File: src/rtl/frame_serializer_pkg.sv
// Shared definitions for the frame serializer: FSM state encoding,
// parity-mode constants and the parity helper.
package frame_serializer_pkg;

  typedef enum logic [2:0] {
    ST_IDLE,
    ST_START,
    ST_DATA,
    ST_PARITY,
    ST_STOP
  } txState_e;

  localparam int PAR_NONE = 0;
  localparam int PAR_EVEN = 1;
  localparam int PAR_ODD  = 2;

  // Even parity is the XOR of the word; odd parity is its inverse.
  function automatic logic parityBit(input logic wordXor, input int mode);
    return (mode == PAR_ODD) ? ~wordXor : wordXor;
  endfunction

endpackage

File: src/rtl/frame_serializer_bit_tick_divider.sv
// Symbol-period divider: counts 0..DIV-1 while run is high and flags the
// last cycle of every symbol period with tick.
module bit_tick_divider #(
  parameter int DIV   = 1,
  parameter int DIV_W = 4
) (
  input  logic clk,
  input  logic reset,
  input  logic run,
  output logic tick
);

  logic [DIV_W-1:0] count;

  assign tick = run && (count == DIV_W'(DIV - 1));

  // Count is held at zero whenever no frame is running, so every frame
  // starts with a full-length first symbol.
  always_ff @(posedge clk) begin
    if (reset || !run) begin
      count <= '0;
    end else if (tick) begin
      count <= '0;
    end else begin
      count <= count + DIV_W'(1);
    end
  end

endmodule

File: src/rtl/frame_serializer.sv
// Frame serializer: accepts a WIDTH-bit word on a valid/ready handshake and
// shifts it out on tx_d with optional start/stop framing and parity.
module frame_serializer
  import frame_serializer_pkg::*;
#(
  parameter int WIDTH     = 8,
  parameter int IDX_W     = 3,
  parameter int DIV       = 1,
  parameter int DIV_W     = 4,
  parameter int MSB_FIRST = 0,
  parameter int FRAMED    = 0,
  parameter int PARITY    = 0
) (
  input  logic             clk,
  input  logic             reset,
  input  logic             tx_start,
  input  logic [WIDTH-1:0] data_in,
  output logic             tx_ready,
  output logic             tx_busy,
  output logic             tx_d,
  output logic             tx_done
);

  localparam logic [IDX_W-1:0] LAST_IDX = IDX_W'(WIDTH - 1);
  localparam bit HAS_PARITY = (PARITY != PAR_NONE);
  localparam bit HAS_FRAME  = (FRAMED != 0);
  localparam bit MSB_ORDER  = (MSB_FIRST != 0);

  txState_e         state;
  logic [WIDTH-1:0] shiftReg;
  logic [IDX_W-1:0] bitIdx;
  logic             parityReg;
  logic             symbolTick;
  logic             frameActive;
  logic             firstDataBit;
  logic             headBit;
  logic             nextBit;
  logic [WIDTH-1:0] shiftNext;

  assign frameActive = (state != ST_IDLE);
  assign tx_busy     = ~tx_ready;

  // The word is physically shifted towards the outgoing end, so the bit on
  // the wire is always taken from a fixed position of the shift register.
  assign firstDataBit = MSB_ORDER ? data_in[WIDTH-1]  : data_in[0];
  assign headBit      = MSB_ORDER ? shiftReg[WIDTH-1] : shiftReg[0];
  assign nextBit      = MSB_ORDER ? shiftReg[WIDTH-2] : shiftReg[1];
  assign shiftNext    = MSB_ORDER ? (shiftReg << 1)   : (shiftReg >> 1);

  bit_tick_divider #(
    .DIV   (DIV),
    .DIV_W (DIV_W)
  ) symbolDivider (
    .clk   (clk),
    .reset (reset),
    .run   (frameActive),
    .tick  (symbolTick)
  );

  // Frame FSM: every output is registered, and each state change loads the
  // symbol for the next period so tx_d changes exactly on period boundaries.
  always_ff @(posedge clk) begin
    if (reset) begin
      state     <= ST_IDLE;
      tx_d      <= 1'b0;
      tx_ready  <= 1'b1;
      tx_done   <= 1'b0;
      shiftReg  <= '0;
      bitIdx    <= '0;
      parityReg <= 1'b0;
    end else begin
      tx_done <= 1'b0;
      case (state)
        ST_IDLE: begin
          if (tx_start && tx_ready) begin
            shiftReg  <= data_in;
            parityReg <= parityBit(^data_in, PARITY);
            bitIdx    <= '0;
            tx_ready  <= 1'b0;
            if (HAS_FRAME) begin
              state <= ST_START;
              tx_d  <= 1'b1;
            end else begin
              state <= ST_DATA;
              tx_d  <= firstDataBit;
            end
          end
        end
        ST_START: begin
          if (symbolTick) begin
            state <= ST_DATA;
            tx_d  <= headBit;
          end
        end
        ST_DATA: begin
          if (symbolTick) begin
            if (bitIdx == LAST_IDX) begin
              if (HAS_PARITY) begin
                state <= ST_PARITY;
                tx_d  <= parityReg;
              end else if (HAS_FRAME) begin
                state <= ST_STOP;
                tx_d  <= 1'b0;
              end else begin
                state    <= ST_IDLE;
                tx_d     <= 1'b0;
                tx_ready <= 1'b1;
                tx_done  <= 1'b1;
              end
            end else begin
              bitIdx   <= bitIdx + IDX_W'(1);
              shiftReg <= shiftNext;
              tx_d     <= nextBit;
            end
          end
        end
        ST_PARITY: begin
          if (symbolTick) begin
            if (HAS_FRAME) begin
              state <= ST_STOP;
              tx_d  <= 1'b0;
            end else begin
              state    <= ST_IDLE;
              tx_d     <= 1'b0;
              tx_ready <= 1'b1;
              tx_done  <= 1'b1;
            end
          end
        end
        ST_STOP: begin
          if (symbolTick) begin
            state    <= ST_IDLE;
            tx_d     <= 1'b0;
            tx_ready <= 1'b1;
            tx_done  <= 1'b1;
          end
        end
        default: begin
          state    <= ST_IDLE;
          tx_d     <= 1'b0;
          tx_ready <= 1'b1;
        end
      endcase
    end
  end

endmodule

File: config.mk
export PLATFORM = sky130hd
export DESIGN_NAME = frame_serializer
export DESIGN_NICKNAME = d
export VERILOG_FILES = /design/src/rtl/frame_serializer_pkg.sv /design/src/rtl/frame_serializer_bit_tick_divider.sv /design/src/rtl/frame_serializer.sv
export SDC_FILE = /design/constraint.sdc
export NUM_CORES = 1
export LEC_CHECK = 0
export ABC_AREA = 1
export CORE_MARGIN = 8
export CORE_UTILIZATION = 50
export DETAILED_ROUTE_END_ITERATION = 16
export PLACE_DENSITY = 0.75
export SYNTH_ARGS = -nofsm -noshare
export SYNTH_HDL_FRONTEND = slang
export SYNTH_HIERARCHICAL = 1
export SYNTH_SLANG_ARGS = --single-unit
File: constraint.sdc
create_clock -name clk -period 2 [get_ports clk]
set_input_delay 0.6 -clock clk [delete_from_list [all_inputs] [get_ports clk]]
set_output_delay 0.6 -clock clk [all_outputs]
set_load 0.02 [all_outputs]
==> summary.md <==
| Metric | Value |
|---|---|
| RePlAce Congestion | `~0.76` |
| CTS buffer count | `3` |
| Die Span X | `around 59 um` |
| # hold bufs at CTS | `0` |
| All-Layer GR Usage | `0.118` |
| Power Internal | `slightly below 0.6 mW` |
| First-pass GRT wire length | `roughly 3.3 mm` |
| Final setup fails | `0` |
| Root Buffer | `clkbuf_4` |
| Worst-Margin Slew | `436 ps` |
| Max transition margin | `0.709` |
| Switch share | `0.297` |
| Post-route minimum period | `about 1900 ps` |
| Vias in the first global route | `810` |
| Dominant synthesized flop cell | `dfxtp_1` |
| Placement Setup Slack | `159 ps` |
| CP max FO | `4` |
| Cell Rows | `15` |
| CP required | `roughly 1400 ps` |
| DR pass1 iterations | `4` |
| Number of synthesized flops with an enable pin | `0` |
| Starting DRC count in detailed routing | `11` |
| RSZ-0062 raised after global routing | `no` |
| FILL cells | `158` |
| Maximum VDD drop | `0.000387 V` |
| Placed Area | `approximately 0.0011 mm2` |
| Final worst-path cycle share | `0.950` |
| I/O pins | `15` |
| Synth unique cells | `20` |
| Synth top area cells | `dfxtp_1, nand2_1, nor2_1` |
| P_leak | `0.545 nW` |
| Starting Density | `0.535` |
| Status | `complete, no violations` |
| Cell Area, Synth | `935 um2` |
| Fmax | `approximately 0.53 GHz` |
| Die Y | `between 50 and 60 um` |
| Die Area | `0.00351 mm2` |
| Footprint of the multi-input gates | `roughly 500 um2` |
| Share of cells above drive strength 1 | `0.0816` |
| Psw | `between 0.2 and 0.25 mW` |
| PostCTS Resize Cnt | `0` |
| Max Cap Viol | `0` |
| Remaining DRCs | `0` |
| Clk slew on worst S/H paths | `about 100 ps` |
| Placeable core area | `0.00175 mm2` |
| Power Total | `about 0.84 mW` |
| Pwr Density | `roughly 740 mW/mm2` |
| CP Class | `flip-flop to primary output` |
| Pin count of the biggest net entering global routing | `12` |
| Post-synthesis sequential area ratio | `0.386` |
| Cell with the most instances after synthesis | `nand2_1` |
| Final HPWL DP | `about 1.4 mm` |
| Final nets | `164` |
| Sequential power share | `0.490` |
| Clock Power Share | `0.264` |
| Final Hold Vio Count | `0` |
| Clock sink count | `18` |
| Worst Path Arrival | `between 1000 and 1500 ps` |
| Initial antenna violation count | `0` |
| Syn. warnings | `6` |
| Inst Count DP | `between 150 and 200` |
| Combinational power share | `0.246` |
| Setup Total Neg Slack | `0 ps` |
| Crit start category | `flip-flop` |
| CTS Buffer Depth | `2` |
| Mapped Nets | `about 150` |
| Gate Count Post-Synth | `130` |
| Skew-Pair Late Insertion Delay | `between 200 and 300 ps` |
| Share of the synthesized area in the top cell type | `0.386` |
| Setup Skew | `~3.0 ps` |
| Post-synth ARST share | `0` |
| Wirelength, routed | `about 1.8 mm` |
| Via count | `819` |
| Synth area leader | `dfxtp_1` |
| Final worst setup slack | `around 100 ps` |
| CTS tree | `done` |
| Routed len/inst | `10.5 um` |
| Post-synth top cells | `nand2_1, nor2_1, dfxtp_1` |
| Hold crit path type | `flip-flop to flip-flop` |
| Pins Over Slew Limit | `0` |
| Fin area | `0.00113 mm2` |
| Post-CTS setup buffer count | `0` |
| Non-Filler Instances | `between 150 and 200` |
| #FFs+latches synth | `18` |
| PortBufs | `14` |
| Vias/cell | `4.76` |
| GRT overflow | `0` |
| Synthesized area per cell | `~7 um2` |
| Remaining antenna violation count | `0` |
| Kind of end point of the critical path | `primary output` |
| Area Overhead vs Synth | `21.0%` |
| Antenna diodes | `0` |
| H-tree Lvls | `1` |
| Register area | `between 300 and 400 um2` |
[power groups by stage]
stage                     logic [mW]  registers (mW)  clock network, mW
after detailed placement       0.209           0.420                  0
after global routing           0.240           0.416              0.245
after global placement         0.203           0.419                  0
after CTS                      0.210           0.412              0.229
after floorplan                0.150           0.419                  0
final                          0.207           0.412              0.222
[layout make-up]
type	count	area share
Clock buffer	4	0.0321
Multi-Input combinational cell	95	0.438
Inverter	14	0.0465
Tap cell	25	0.0277
Timing Repair Buffer	16	0.137
Sequential cell	18	0.319
[worst paths after layout]
check / from / to / slack, ps / depth (start not counted)
hold reg to reg: symbolDivider/count[0] / symbolDivider/count[0] / 490 / 1
hold / removal: symbolDivider/count[0] / symbolDivider/count[0] / 490 / 1
setup reg to reg: symbolDivider/count[0] / shiftReg[5] / 430 / 11
setup / recovery: tx_ready / tx_busy / 100 / 2
[cell usage in the layout (no fill, tap or decap), drive strengths merged]
master | synthesis | routed
inv | 13 | 13
nand3 | 8 | 8
o21ai | 2 | 2
xnor2 | 1 | 1
o21bai | 1 | 1
clkinv | 1 | 1
nand2 | 36 | 36
clkbuf | 0 | 4
nor2 | 31 | 31
buf | 3 | 2
nand3b | 7 | 7
ha | 5 | 5
a21oi | 2 | 2
nand4 | 1 | 1
dfxtp | 18 | 18
clkdlybuf4s50 | 0 | 14
o22ai | 1 | 1
[cells by family after synthesis]
family                     count (synthesis)  share of synthesized area
AOI/OAI and AO/OA                          6                     0.0362
xor gates and xnor gates                   1                    0.00937
adders and majority gates                  5                     0.0669
buffers and inverters                     17                     0.0843
DFF                                       18                      0.386
and+or+nand+nor                           83                      0.418
[registers in the layout (all words and copies together) (netlist names)]
signal and flops:
tx_ready 1, shiftReg 7, tx_done 1, tx_d 1, state 1, bitIdx 3
symbolDivider/count 4
[critical path: stages, from the launching register on]
cell and delay [ps]:
dfxtp_1 350, inv_1 70, clkdlybuf4s50_1 600
[per-stage QoR]
step / util / hold slack, ps
6_report: 0.648 / 491
3_5_place_dp: 0.627 / 478
4_1_cts: 0.648 / 496
2_1_floorplan: - / 441
5_1_grt: 0.648 / 525
3_3_place_gp: 0.627 / 460
[metal layers]
layer | vias up | track usage | wire length [um]
li1 | 438 | - | -
met1 | 369 | 0.134 | 827
met2 | 10 | 0.202 | 858
met3 | 2 | 0.0369 | 104
met4 | 0 | 0.0410 | 10
met5 | - | 0 | 0
Power figures use the tool's default switching activity.
